`config.mk`:
```
export PLATFORM = sky130hd
export DESIGN_NAME = micro_sequencer
export DESIGN_NICKNAME = d
export VERILOG_FILES = /design/src/rtl/useq_pkg.sv /design/src/rtl/useq_stack.sv /design/src/rtl/micro_sequencer.sv
export SDC_FILE = /design/constraint.sdc
export NUM_CORES = 1
export LEC_CHECK = 0
export CAP_MARGIN = 20
export CORE_MARGIN = 2
export CORE_UTILIZATION = 40
export DETAILED_ROUTE_END_ITERATION = 8
export DONT_BUFFER_PORTS = 1
export HOLD_SLACK_MARGIN = 0.06
export PLACE_DENSITY = 0.62
export SKIP_LAST_GASP = 1
export SYNTH_ARGS = -nofsm -noshare
export SYNTH_HDL_FRONTEND = slang
export SYNTH_HIERARCHICAL = 1
export SYNTH_SLANG_ARGS = --single-unit
```
`constraint.sdc`:
```
create_clock -name clk -period 4.3 [get_ports clk]
set_input_delay 0.645 -clock clk [delete_from_list [all_inputs] [get_ports clk]]
set_output_delay 0.645 -clock clk [all_outputs]
set_load 0.02 [all_outputs]
```
`src/rtl/useq_pkg.sv`:
```
// Shared definitions for the microprogram sequencer: sequencing opcodes.
package useq_pkg;

  localparam int SEQ_OP_W = 3;

  typedef enum logic [SEQ_OP_W-1:0] {
    NEXT  = 3'd0,
    JUMP  = 3'd1,
    CJUMP = 3'd2,
    MAP   = 3'd3,
    CALL  = 3'd4,
    RET   = 3'd5,
    FETCH = 3'd6,
    CCALL = 3'd7
  } seq_op_t;

endpackage

```
`src/rtl/useq_stack.sv`:
```
// Return-address LIFO for micro-subroutines. Push while full and pop while
// empty are ignored; the caller decides what an overflow/underflow means.
module useq_stack #(
  parameter int UADDR_W     = 8,
  parameter int STACK_DEPTH = 4
) (
  input  logic                             clk,
  input  logic                             rst_n,
  input  logic                             push,
  input  logic                             pop,
  input  logic [UADDR_W-1:0]               din,
  output logic [UADDR_W-1:0]               dout,
  output logic [$clog2(STACK_DEPTH+1)-1:0] level,
  output logic                             full,
  output logic                             empty
);

  localparam int LVL_W = $clog2(STACK_DEPTH + 1);
  localparam int PTR_W = (STACK_DEPTH > 1) ? $clog2(STACK_DEPTH) : 1;

  logic [UADDR_W-1:0] mem [STACK_DEPTH];
  logic [PTR_W-1:0]   wr_idx;
  logic [PTR_W-1:0]   rd_idx;
  logic [LVL_W-1:0]   level_dec;

  assign full      = (level == LVL_W'(STACK_DEPTH));
  assign empty     = (level == '0);
  assign level_dec = level - LVL_W'(1);
  assign wr_idx    = level[PTR_W-1:0];
  assign rd_idx    = level_dec[PTR_W-1:0];
  assign dout      = mem[rd_idx];

  // Occupancy counter; a simultaneous push and pop never occurs, push wins.
  always_ff @(posedge clk) begin
    if (!rst_n) begin
      level <= '0;
    end else if (push && !full) begin
      level <= level + LVL_W'(1);
    end else if (pop && !empty) begin
      level <= level_dec;
    end
  end

  // Entry storage; contents are meaningless above level so they need no reset.
  always_ff @(posedge clk) begin
    if (push && !full) begin
      mem[wr_idx] <= din;
    end
  end

endmodule

```
`src/rtl/micro_sequencer.sv`:
```
// Microprogram sequencer: selects and registers the next micro-address from
// the current microword's sequencing fields, with a call/return stack and a
// trap path for stack overflow/underflow.
module micro_sequencer #(
  parameter int          UADDR_W     = 8,
  parameter int          NFLAGS      = 4,
  parameter int          STACK_DEPTH = 4,
  parameter int unsigned FETCH_ADDR  = 0,
  parameter int unsigned TRAP_ADDR   = 2**UADDR_W - 1
) (
  input  logic                             clk,
  input  logic                             rst_n,
  input  logic                             stall,
  input  logic [2:0]                       seq_op,
  input  logic [$clog2(NFLAGS+1)-1:0]      cond_sel,
  input  logic                             cond_inv,
  input  logic [UADDR_W-1:0]               next_addr,
  input  logic [UADDR_W-1:0]               map_addr,
  input  logic [NFLAGS-1:0]                flags,
  output logic [UADDR_W-1:0]               uaddr,
  output logic [$clog2(STACK_DEPTH+1)-1:0] stack_level,
  output logic                             err
);

  import useq_pkg::*;

  localparam int CSEL_W = $clog2(NFLAGS + 1);

  seq_op_t            op;
  logic               cond_raw;
  logic               cond;
  logic [UADDR_W-1:0] uaddr_inc;
  logic [UADDR_W-1:0] uaddr_nxt;
  logic               push;
  logic               pop;
  logic               stack_err;
  logic [UADDR_W-1:0] stack_top;
  logic               stack_full;
  logic               stack_empty;

  assign op        = seq_op_t'(seq_op);
  assign uaddr_inc = uaddr + UADDR_W'(1);

  // Condition mux: any index at or above NFLAGS reads as constant true.
  always_comb begin
    cond_raw = 1'b1;
    for (int i = 0; i < NFLAGS; i++) begin
      if (cond_sel == CSEL_W'(i)) cond_raw = flags[i];
    end
    cond = cond_raw ^ cond_inv;
  end

  // Next-address mux and stack requests; a full CALL or empty RET traps.
  always_comb begin
    uaddr_nxt = uaddr_inc;
    push      = 1'b0;
    pop       = 1'b0;
    stack_err = 1'b0;
    unique case (op)
      NEXT:  uaddr_nxt = uaddr_inc;
      JUMP:  uaddr_nxt = next_addr;
      CJUMP: uaddr_nxt = cond ? next_addr : uaddr_inc;
      MAP:   uaddr_nxt = map_addr;
      FETCH: uaddr_nxt = UADDR_W'(FETCH_ADDR);
      CALL, CCALL: begin
        if (op == CALL || cond) begin
          if (stack_full) begin
            uaddr_nxt = UADDR_W'(TRAP_ADDR);
            stack_err = 1'b1;
          end else begin
            uaddr_nxt = next_addr;
            push      = 1'b1;
          end
        end
      end
      RET: begin
        if (stack_empty) begin
          uaddr_nxt = UADDR_W'(TRAP_ADDR);
          stack_err = 1'b1;
        end else begin
          uaddr_nxt = stack_top;
          pop       = 1'b1;
        end
      end
      default: uaddr_nxt = uaddr_inc;
    endcase
  end

  useq_stack #(
    .UADDR_W     (UADDR_W),
    .STACK_DEPTH (STACK_DEPTH)
  ) u_stack (
    .clk   (clk),
    .rst_n (rst_n),
    .push  (push && !stall),
    .pop   (pop && !stall),
    .din   (uaddr_inc),
    .dout  (stack_top),
    .level (stack_level),
    .full  (stack_full),
    .empty (stack_empty)
  );

  // Micro-address register; reset wins over stall.
  always_ff @(posedge clk) begin
    if (!rst_n) begin
      uaddr <= UADDR_W'(FETCH_ADDR);
    end else if (!stall) begin
      uaddr <= uaddr_nxt;
    end
  end

  // Sticky stack-error flag, cleared only by reset.
  always_ff @(posedge clk) begin
    if (!rst_n) begin
      err <= 1'b0;
    end else if (!stall && stack_err) begin
      err <= 1'b1;
    end
  end

endmodule

```
## Word level (Yosys, flattened, before mapping)

Memories as Yosys holds them, arrays and structs flattened.
Cells that the tools add are included.

| storage, ports and cells | value |
|---|---|
| memory bits (read-only) | 0 |
| register bits after elaboration | 12 |
| memories | 1 |
| latch bits | 0 |
| memory bits (writable) | 32 |
| output and inout bits | 12 |

| cells by class | value |
|---|---|
| reduce and logical (&&, ||, !) cells | 14 |
| bitwise operators | 1 |
| eq/ne operators | 11 |
| $mul | 0 |
| muxes and demuxes | 22 |
| add/sub/neg operators | 3 |
| magnitude comparators | 0 |
| div/mod/pow operators | 0 |
| shift-type cells | 0 |

Memories:

| name | words | width | read ports | clocked after memory_dff | write ports | line | text |
|---|---|---|---|---|---|---|---|
| u_stack.mem | 4 | 8 | 1 | 0 | 1 | useq_stack.sv:21 | `logic [UADDR_W-1:0] mem [STACK_DEPTH];` |

Operators with widths:

| operator | number |
|---|---|
| $pmux W8 S7 | 1 |
| $mux W8 | 4 |
| $eq A3 B3 Y1 const B | 5 |
| $mux W1 | 14 |
| $eq A3 B2 Y1 const B | 4 |
| $logic_not A3 Y1 | 3 |
| $add A8 B1 Y8 const B | 1 |
| $eq A3 B1 Y1 const B | 2 |
| $mux W3 | 2 |
| $logic_and A1 B1 Y1 | 5 |
| $add A3 B1 Y3 const B | 1 |
| $logic_not A1 Y1 | 3 |
| $sub A3 B1 Y3 const B | 1 |
| $pmux W1 S2 | 1 |
| $reduce_bool A2 Y1 | 1 |
| $reduce_or A2 Y1 | 1 |
| $logic_or A1 B1 Y1 | 1 |
| $xor A1 B1 Y1 | 1 |

## Depth between registers and ports, before layout

Gate-level depths: netlist of run 1.

| depth | value |
|---|---|
| word-level depth | 13 |
| gate-level depth with buffers | 10 |
| gate-level depth less buffers | 8 |

## Modules after synthesis

The synthesis of run 1 kept the hierarchy.

Modules (own cells, without submodules):

| module | area each (sq um) | instances | cells each |
|---|---|---|---|
| useq_stack | 1453.9 | 1 | 76 |
| micro_sequencer | 1169.9 | 1 | 171 |

## Worst setup path after synthesis of run 1

Ideal clock, no wire load.

| path | value |
|---|---|
| path type | input-to-reg |
| start point | input cond_sel[1] |
| end point | memory u_stack.mem[0][0], enable pin |
| path slack | 1651 ps |
| stages | 8 |
| library setup time | 310 ps |
| data required time | 3990 ps |
| data arrival time | 2339 ps |
| path through | mux2i_1 a22oi_4 mux2i_1 nand2b_1 nor3_1 a21boi_2 buf_6 and2_2 |

| between the ends | value |
|---|---|
| longest elaborated chain between the ends | 13 |

RTL lines:

| what | line | text |
|---|---|---|
| start, declared | micro_sequencer.sv:15 | `input logic [$clog2(NFLAGS+1)-1:0] cond_sel,` |
| $logic_not A3 Y1 | micro_sequencer.sv:48 | `if (cond_sel == CSEL_W'(i)) cond_raw = flags[i];` |
| $mux W1 (3 in series) | micro_sequencer.sv:48 |  |
| $mux W1 (*) | micro_sequencer.sv:48 |  |
| $xor A1 B1 Y1 (*) | micro_sequencer.sv:50 | `cond = cond_raw ^ cond_inv;` |
| $logic_or A1 B1 Y1 (*) | micro_sequencer.sv:66 | `if (op == CALL \|\| cond) begin` |
| $mux W1 (*) | micro_sequencer.sv:66 |  |
| $mux W1 (*) | micro_sequencer.sv:59 | `unique case (op)` |
| $logic_and A1 B1 Y1 (*) | micro_sequencer.sv:95 | `.push (push && !stall),` |
| $logic_and A1 B1 Y1 (*) | useq_stack.sv:46 | `if (push && !full) begin` |
| $mux W1 (*) | useq_stack.sv:46 |  |
| $mux W1 (implied by the code) (*) | useq_stack.sv:47 | `mem[wr_idx] <= din;` |
| end, declared | useq_stack.sv:21 |  |

Mark *: on every way between the ends. The rest lies on a longest branch, timed or not.

## Final worst setup path of run 1

| path | value |
|---|---|
| start point | register u_stack.level[0] |
| end point | memory u_stack.mem[1][5], enable pin |

| between the ends | value |
|---|---|
| longest elaborated chain between the ends | 8 |

RTL lines:

| what | line | text |
|---|---|---|
| start, declared | useq_stack.sv:13 | `output logic [$clog2(STACK_DEPTH+1)-1:0] level,` |
| start signal, assigned | useq_stack.sv:38 | `level <= level + LVL_W'(1);` |
| start signal, assigned | useq_stack.sv:40 | `level <= level_dec;` |
| $eq A3 B3 Y1 (*) | useq_stack.sv:26 | `assign full = (level == LVL_W'(STACK_DEPTH));` |
| net stack_full | micro_sequencer.sv:38 | `logic stack_full;` |
| $mux W1 | micro_sequencer.sv:67 | `if (stack_full) begin` |
| $mux W1 | micro_sequencer.sv:66 |  |
| $mux W1 | micro_sequencer.sv:59 |  |
| $logic_and A1 B1 Y1 | micro_sequencer.sv:95 |  |
| $logic_and A1 B1 Y1 (*) | useq_stack.sv:46 |  |
| $mux W1 (*) | useq_stack.sv:46 |  |
| $mux W1 (implied by the code) (*) | useq_stack.sv:47 |  |

The timed path passes the listed nets; every way through them passes the cells marked *.

==> results of run 1 <==
-- final cells by class --
| cell class | count | area, µm² |
|---|---|---|
| sequential | 44 | 1200 |
| fill | 597 | 3550 |
| clock buffer | 5 | 68.8 |
| timing repair buffer | 2 | 15.0 |
| tap | 77 | 96.3 |
| clock inverter | 3 | 42.5 |
| multi-input combinational | 182 | 1330 |
| inverter | 11 | 41.3 |
-- state kept, by name, summed over array words and instances (netlist names) --
signal and flops:
err 1, u_stack/level 3, u_stack/mem 32, uaddr 8
-- through the flow --
step | std cells | setup slack, ps | hold WS [ps] | util | instance area (µm²)
floorplan | 247 | 1650 | 593 | - | 2620
global placement | 316 | 1460 | 609 | 0.423 | 2690
detailed placement | 316 | 1390 | 611 | 0.423 | 2690
CTS | 324 | 1490 | 456 | 0.440 | 2800
global route | 324 | 1260 | 457 | 0.440 | 2800
finish | 324 | 1510 | 468 | 0.440 | 2800
-- logic make-up after synthesis --
| kind of cell | Yosys count | share of synthesized area |
|---|---|---|
| XOR/XNOR | 9 | 0.0358 |
| buffers and inverters | 21 | 0.0348 |
| AO/OA/AOI/OAI | 55 | 0.156 |
| AND/OR/NAND/NOR | 93 | 0.175 |
| multiplexers | 18 | 0.108 |
| flip-flops | 44 | 0.458 |
| adder cells (fa/ha/maj) | 7 | 0.0334 |
-- cell usage after synthesis (2+ instances only) --
master | n | share of area
o31a_1 | 2 | 0.0067
ha_1 | 7 | 0.033
nor2b_1 | 3 | 0.0072
nand3b_1 | 3 | 0.0086
a211oi_1 | 3 | 0.0086
a32o_1 | 2 | 0.0076
o21a_1 | 3 | 0.0086
and3_1 | 4 | 0.0095
o221ai_1 | 5 | 0.017
nor3_1 | 8 | 0.015
nand2_1 | 16 | 0.023
o211ai_1 | 3 | 0.0086
nand3_1 | 6 | 0.011
a211o_1 | 2 | 0.0067
dfxtp_1 | 12 | 0.092
a21oi_1 | 6 | 0.011
clkbuf_1 | 6 | 0.0086
edfxtp_1 | 32 | 0.37
nand2b_1 | 8 | 0.019
mux4_2 | 8 | 0.069
a22oi_1 | 3 | 0.0086
o21ai_0 | 11 | 0.021
and2_2 | 5 | 0.014
xnor2_1 | 4 | 0.013
or3_1 | 5 | 0.012
inv_1 | 10 | 0.014
nor2_1 | 31 | 0.044
xor2_1 | 3 | 0.010
a31oi_1 | 3 | 0.0072
mux2i_1 | 8 | 0.031
-- worst reg2reg max path, stage by stage, from the launching register on --
cell      delay [ps]
dfxtp_1          310
buf_4            270
inv_1            130
ha_1             250
and2_2           260
nand2b_1         210
nor3_1           260
a21boi_2         430
and2_2           350
-- routing by layer --
layer  part of all wire  wire, µm  GRT usage
met1               0.41      2610      0.234
met2               0.48      3090      0.290
met3              0.085       542     0.0554
met4              0.022       142     0.0678
met5                  0         0          0
-- worst min path at each step --
stage | to | slack [ps]
5_1_grt | err | 460
2_1_floorplan | err | 590
4_1_cts | err | 460
3_3_place_gp | err | 610
3_5_place_dp | err | 610
6_report | err | 470
-- power by group --
group | internal [mW] | leakage (nW) | switching (mW)
clock network | 0.172 | 0.0558 | 0.142
registers | 0.470 | 0.391 | 0.0213
logic | 0.0545 | 0.551 | 0.0779
==> impl_results.md, run 1 <==
- Status: finished clean
- Most common cell after layout, fill and taps aside: edfxtp_1
- Top FF cell, synth: edfxtp_1
- Crit path capture type: register
- Worst stage delay on the critical path: about 430 ps
- CP required: 4290 ps
- Yosys warning count: 6
- Maxcap violations: 0
- Die H: ~85 µm
- P per Cell Area: ~340 nW/µm²
- Hold path depth: 1
- CP Cell Sequence: buf_4 -> inv_1 -> ha_1 -> and2_2 -> nand2b_1 -> nor3_1 -> a21boi_2 -> and2_2
- Die area: slightly above 7000 µm²
- Worst skew pair latency: ~300 ps
- Num CTS Buffers: 5
- CTS H-tree depth: 2
- CP startpoint: u_stack/level[0]
- Setup Skew: around 10 ps
- Area growth from synthesis to layout: 6.58%
- Buffers plus inverters on the worst setup path: 2
- Fmax: about 360 MHz
- Final Setup Violations: 0
- Number of global-route vias before repair: between 1,500 and 2,000
- DR vias: ~1,900
- Crit share post-route: 0.648
- Cell Area, Synth: 2620 µm²
- Synthesized area per cell: 10.6 µm²
- Worst setup path endpoint: u_stack/mem[1][5]
- Initial antenna violation count: 0
- Worst Hold Class: primary input to register
- Cts repair resizes: 0
- Reg clk slew, reported paths: ~90 ps
- CP max-delay cell: a21boi_2
- Post-synthesis cell count: ~250
- Worst Max-Slew Pin Slew: between 600 and 700 ps
- Leakage: roughly 1.0 nW
- Most frequent cells in the layout: edfxtp_1, nor2_1, nand2_1, dfxtp_1, o21ai_0
- DP Wirelength: between 4000 and 5000 µm
- Drt drc: 0
- Placeable Area: 6350 µm²
- Pwr Total: roughly 940 µW
- First drt pass iteration count: 5
- IO Count: 42
- Setup Crit Path Kind: register to register
- Peak supply drop: about 0.17 mV
- CTS root buf: clkbuf_8
- Placer Congestion: ~0.87
- Startpoint types: register
- Crit Reg-Reg Startpoint: u_stack/level[0]
- Nets: approximately 280
- RSZ-0062 raised after global routing: no
- Reg2Reg Capture Point: u_stack/mem[1][5]
- CTS Sinks: 44
- Hold path startpoint: rst_n
- Setup TNS: 0 ps
- Min Tclk post-route: about 2800 ps
- Number of DRC markers in iteration 0: between 150 and 200
- CTS tree: yes
- Setup Fix Bufs, Post-CTS: 0
- GRT Total Usage: 0.182
- Worst path arrival time: 2770 ps
- CTS max path bufs: 2
- Number of core rows: 29
- Slew Viols, Final: 0
- Critical Path Most Common Cell: and2_2
- Rel. slew slack: 0.536
- Cts hold-fix bufs: 0
- Via/cell ratio: approximately 6
- Global-route wire length before repair: just over 10,000 µm
- Synth Register Bits: 44
- PortBufs: 0
- Reg2Reg Setup Slack: ~1500 ps
- Fin. Hold Viols: 0
- Wire length per cell: ~20 µm
- ANT nets after route: 0
- Layout cells sized above 1: 0.109
- Initial core utilization: 0.413
- R2R depth: 8
- Number of cells on the critical path: 8
- Synth unique cells: between 50 and 60
- Post-synth ARST share: 0
- Final WL: 6390 µm
- Worst path top cell family by delay: simple AND/OR/NAND/NOR gates
- Largest net degree at the start of global routing: 23
- Antenna Cells: 0
- Post-synth EDFFs: 32
- Mapped Nets: 284
- Register area share after synthesis: 0.458
- Chip width: roughly 85 µm
- Grt total ovfl: 0
- CP max FO: 14
Power figures use the tool's default switching activity.
==> inputs of run 2 (changes only) <==
--- a/config.mk
+++ b/config.mk
@@ -11,7 +11,7 @@
 export DETAILED_ROUTE_END_ITERATION = 8
 export DONT_BUFFER_PORTS = 1
 export HOLD_SLACK_MARGIN = 0.06
-export PLACE_DENSITY = 0.62
+export PLACE_DENSITY = 0.64
 export SKIP_LAST_GASP = 1
 export SYNTH_ARGS = -nofsm -noshare
 export SYNTH_HDL_FRONTEND = slang
==> constraint.sdc (replaced) <==
create_clock -name clk -period 2.33 [get_ports clk]
set_input_delay 0.3495 -clock clk [delete_from_list [all_inputs] [get_ports clk]]
set_output_delay 0.3495 -clock clk [all_outputs]
set_load 0.02 [all_outputs]
==> impl_results.md, run 2 (synthesis results as in run 1) <==
- Worst path arrival time: roughly 2400 ps
- Fin. Hold Viols: 0
- Multi-input gate area: between 1000 and 1500 µm²
- CP max-delay cell: ha_1
- CTS root buf: clkbuf_8
- Grt total ovfl: 0
- Number of cells on the critical path: 8
- CTS max path bufs: 2
- CTS Sinks: 44
- Fmax: 455 MHz
- Largest net degree at the start of global routing: 23
- Die area: about 7200 µm²
- ANT nets after route: 0
- Fillers: about 580
- CTS tree: yes
- GRT Total Usage: 0.180
- RSZ-0062 raised after global routing: no
- Setup Skew: roughly 6.7 ps
- DP Wirelength: 4950 µm
- CP max FO: 8
- Number of core rows: 29
- Number of DRC markers in iteration 0: approximately 110
- Most common cell after layout, fill and taps aside: edfxtp_1
- Placer Congestion: between 0.9 and 1
- Worst skew pair latency: ~290 ps
- Cts repair resizes: 0
- Nets: about 300
- Final Setup Violations: 0
- Startpoint types: register
- Min Tclk post-route: roughly 2200 ps
- Final WL: between 6000 and 7000 µm
- DR vias: a little under 2,000
- Crit share post-route: 0.943
- Post-place instance area: 2810 µm²
- Placeable Area: roughly 6300 µm²
- Crit path capture type: register
- Chip width: approximately 85 µm
- CP Cell Sequence: inv_1 -> ha_1 -> mux4_2 -> nor2_1 -> o21ai_0 -> a222oi_1 -> o31a_1 -> o22ai_1
- Worst stage delay on the critical path: 460 ps
- Slew Viols, Final: 0
- Status: finished clean
- CTS H-tree depth: 2
- Global-route wire length before repair: 10,100 µm
- Antenna Cells: 0
- Reg clk slew, reported paths: about 80 ps
- Final Cell Area: a little under 3000 µm²
- Initial core utilization: 0.413
- Area growth from synthesis to layout: 11.3%
- Worst Hold Class: primary input to register
- IO Count: 42
- Biggest regs: u_stack/mem (32), uaddr (8), u_stack/level (3)
- Cts hold-fix bufs: 0
- P per Cell Area: 598 nW/µm²
- Post-Layout Cell Count: 340
- Maxcap violations: 0
- Number of global-route vias before repair: roughly 2,000
- R2R depth: 8
- Leakage: between 1 and 1.5 nW
- Buffers plus inverters on the worst setup path: 1
- First drt pass iteration count: 4
- Via/cell ratio: 5.80
- Setup Fix Bufs, Post-CTS: 0
- Most frequent cells in the layout: edfxtp_1, nor2_1, buf_4, nand2_1
- Setup Crit Path Kind: register to register
- CP required: about 2500 ps
- Rel. slew slack: 0.572
- Placed cell count: around 330
- Worst path top cell family by delay: compound AO/OA/AOI/OAI gates
- Worst Max-Slew Pin Slew: between 600 and 700 ps
- Initial antenna violation count: 0
- Max reg flops: 32
- Die H: around 85 µm
- Hold path depth: 1
- PortBufs: 0
- Num CTS Buffers: 5
- Wire length per cell: roughly 19 µm
- Layout cells sized above 1: 0.171
- Reg area: 1200 µm²
- Drt drc: 0
- Most flop-heavy register: u_stack/mem
- Peak supply drop: 0.293 mV
==> run 2: changes by cell type in the layout (fill, tap and decap cells not counted), sizes merged <==
| cell | delta |
|---|---|
| clkbuf | +1 |
| clkinv | -1 |
| buf | +16 |
==> run 2: routing by layer <==
metal / global-route usage / wire length (µm)
met2: 0.293 / 3030
met5: 0 / 0
met1: 0.239 / 2830
met3: 0.0409 / 366
met4: 0.0592 / 91
==> run 2: power breakdown <==
group / switching (mW) / internal (mW) / total, mW
Combinational: 0.159 / 0.124 / 0.284
Clock: 0.250 / 0.318 / 0.568
Sequential: 0.0288 / 0.867 / 0.896
Total: 0.438 / 1.31 / 1.75
==> run 2: final timing paths <==
kind | from | end | slack [ps]
hold / removal | rst_n | err | 180
setup / recovery | u_stack/level[1] | uaddr[6] | 130
setup reg to reg | u_stack/level[1] | uaddr[6] | 130
hold reg to reg | err | err | 640
==> run 2: layout make-up <==
| cell class | instances | area share |
|---|---|---|
| Clock buffer | 6 | 0.0249 |
| Clock inverter | 2 | 0.0120 |
| Inverter | 11 | 0.0141 |
| Multi-Input combinational cell | 182 | 0.457 |
| Sequential cell | 44 | 0.413 |
| Tap cell | 77 | 0.0330 |
| Timing Repair Buffer | 18 | 0.0463 |
==> run 2: metrics by stage <==
| stage | worst slack [ps] | TNS (ps) | total power, mW | utilization | hold slack (ps) |
|---|---|---|---|---|---|
| floorplan | -6.81 | -218 | 1.12 | - | 500 |
| CTS | 154 | 0 | 1.76 | 0.460 | 174 |
| global placement | 144 | 0 | 1.19 | 0.443 | 471 |
| global route | 30.9 | 0 | 1.82 | 0.460 | 169 |
| finish | 133 | 0 | 1.75 | 0.460 | 177 |
| detailed placement | 60.4 | 0 | 1.20 | 0.443 | 484 |
==> run 2: worst reg2reg max path: cells and delay by family, from the launching register on <==
| kind | cells | cell delay, ps |
|---|---|---|
| buffers and inverters | 1 | 80 |
| AND/OR/NAND/NOR | 1 | 110 |
| adder cells (fa/ha/maj) | 1 | 460 |
| AO/OA/AOI/OAI | 4 | 720 |
| multiplexers | 1 | 370 |
| flip-flops | 1 | 330 |
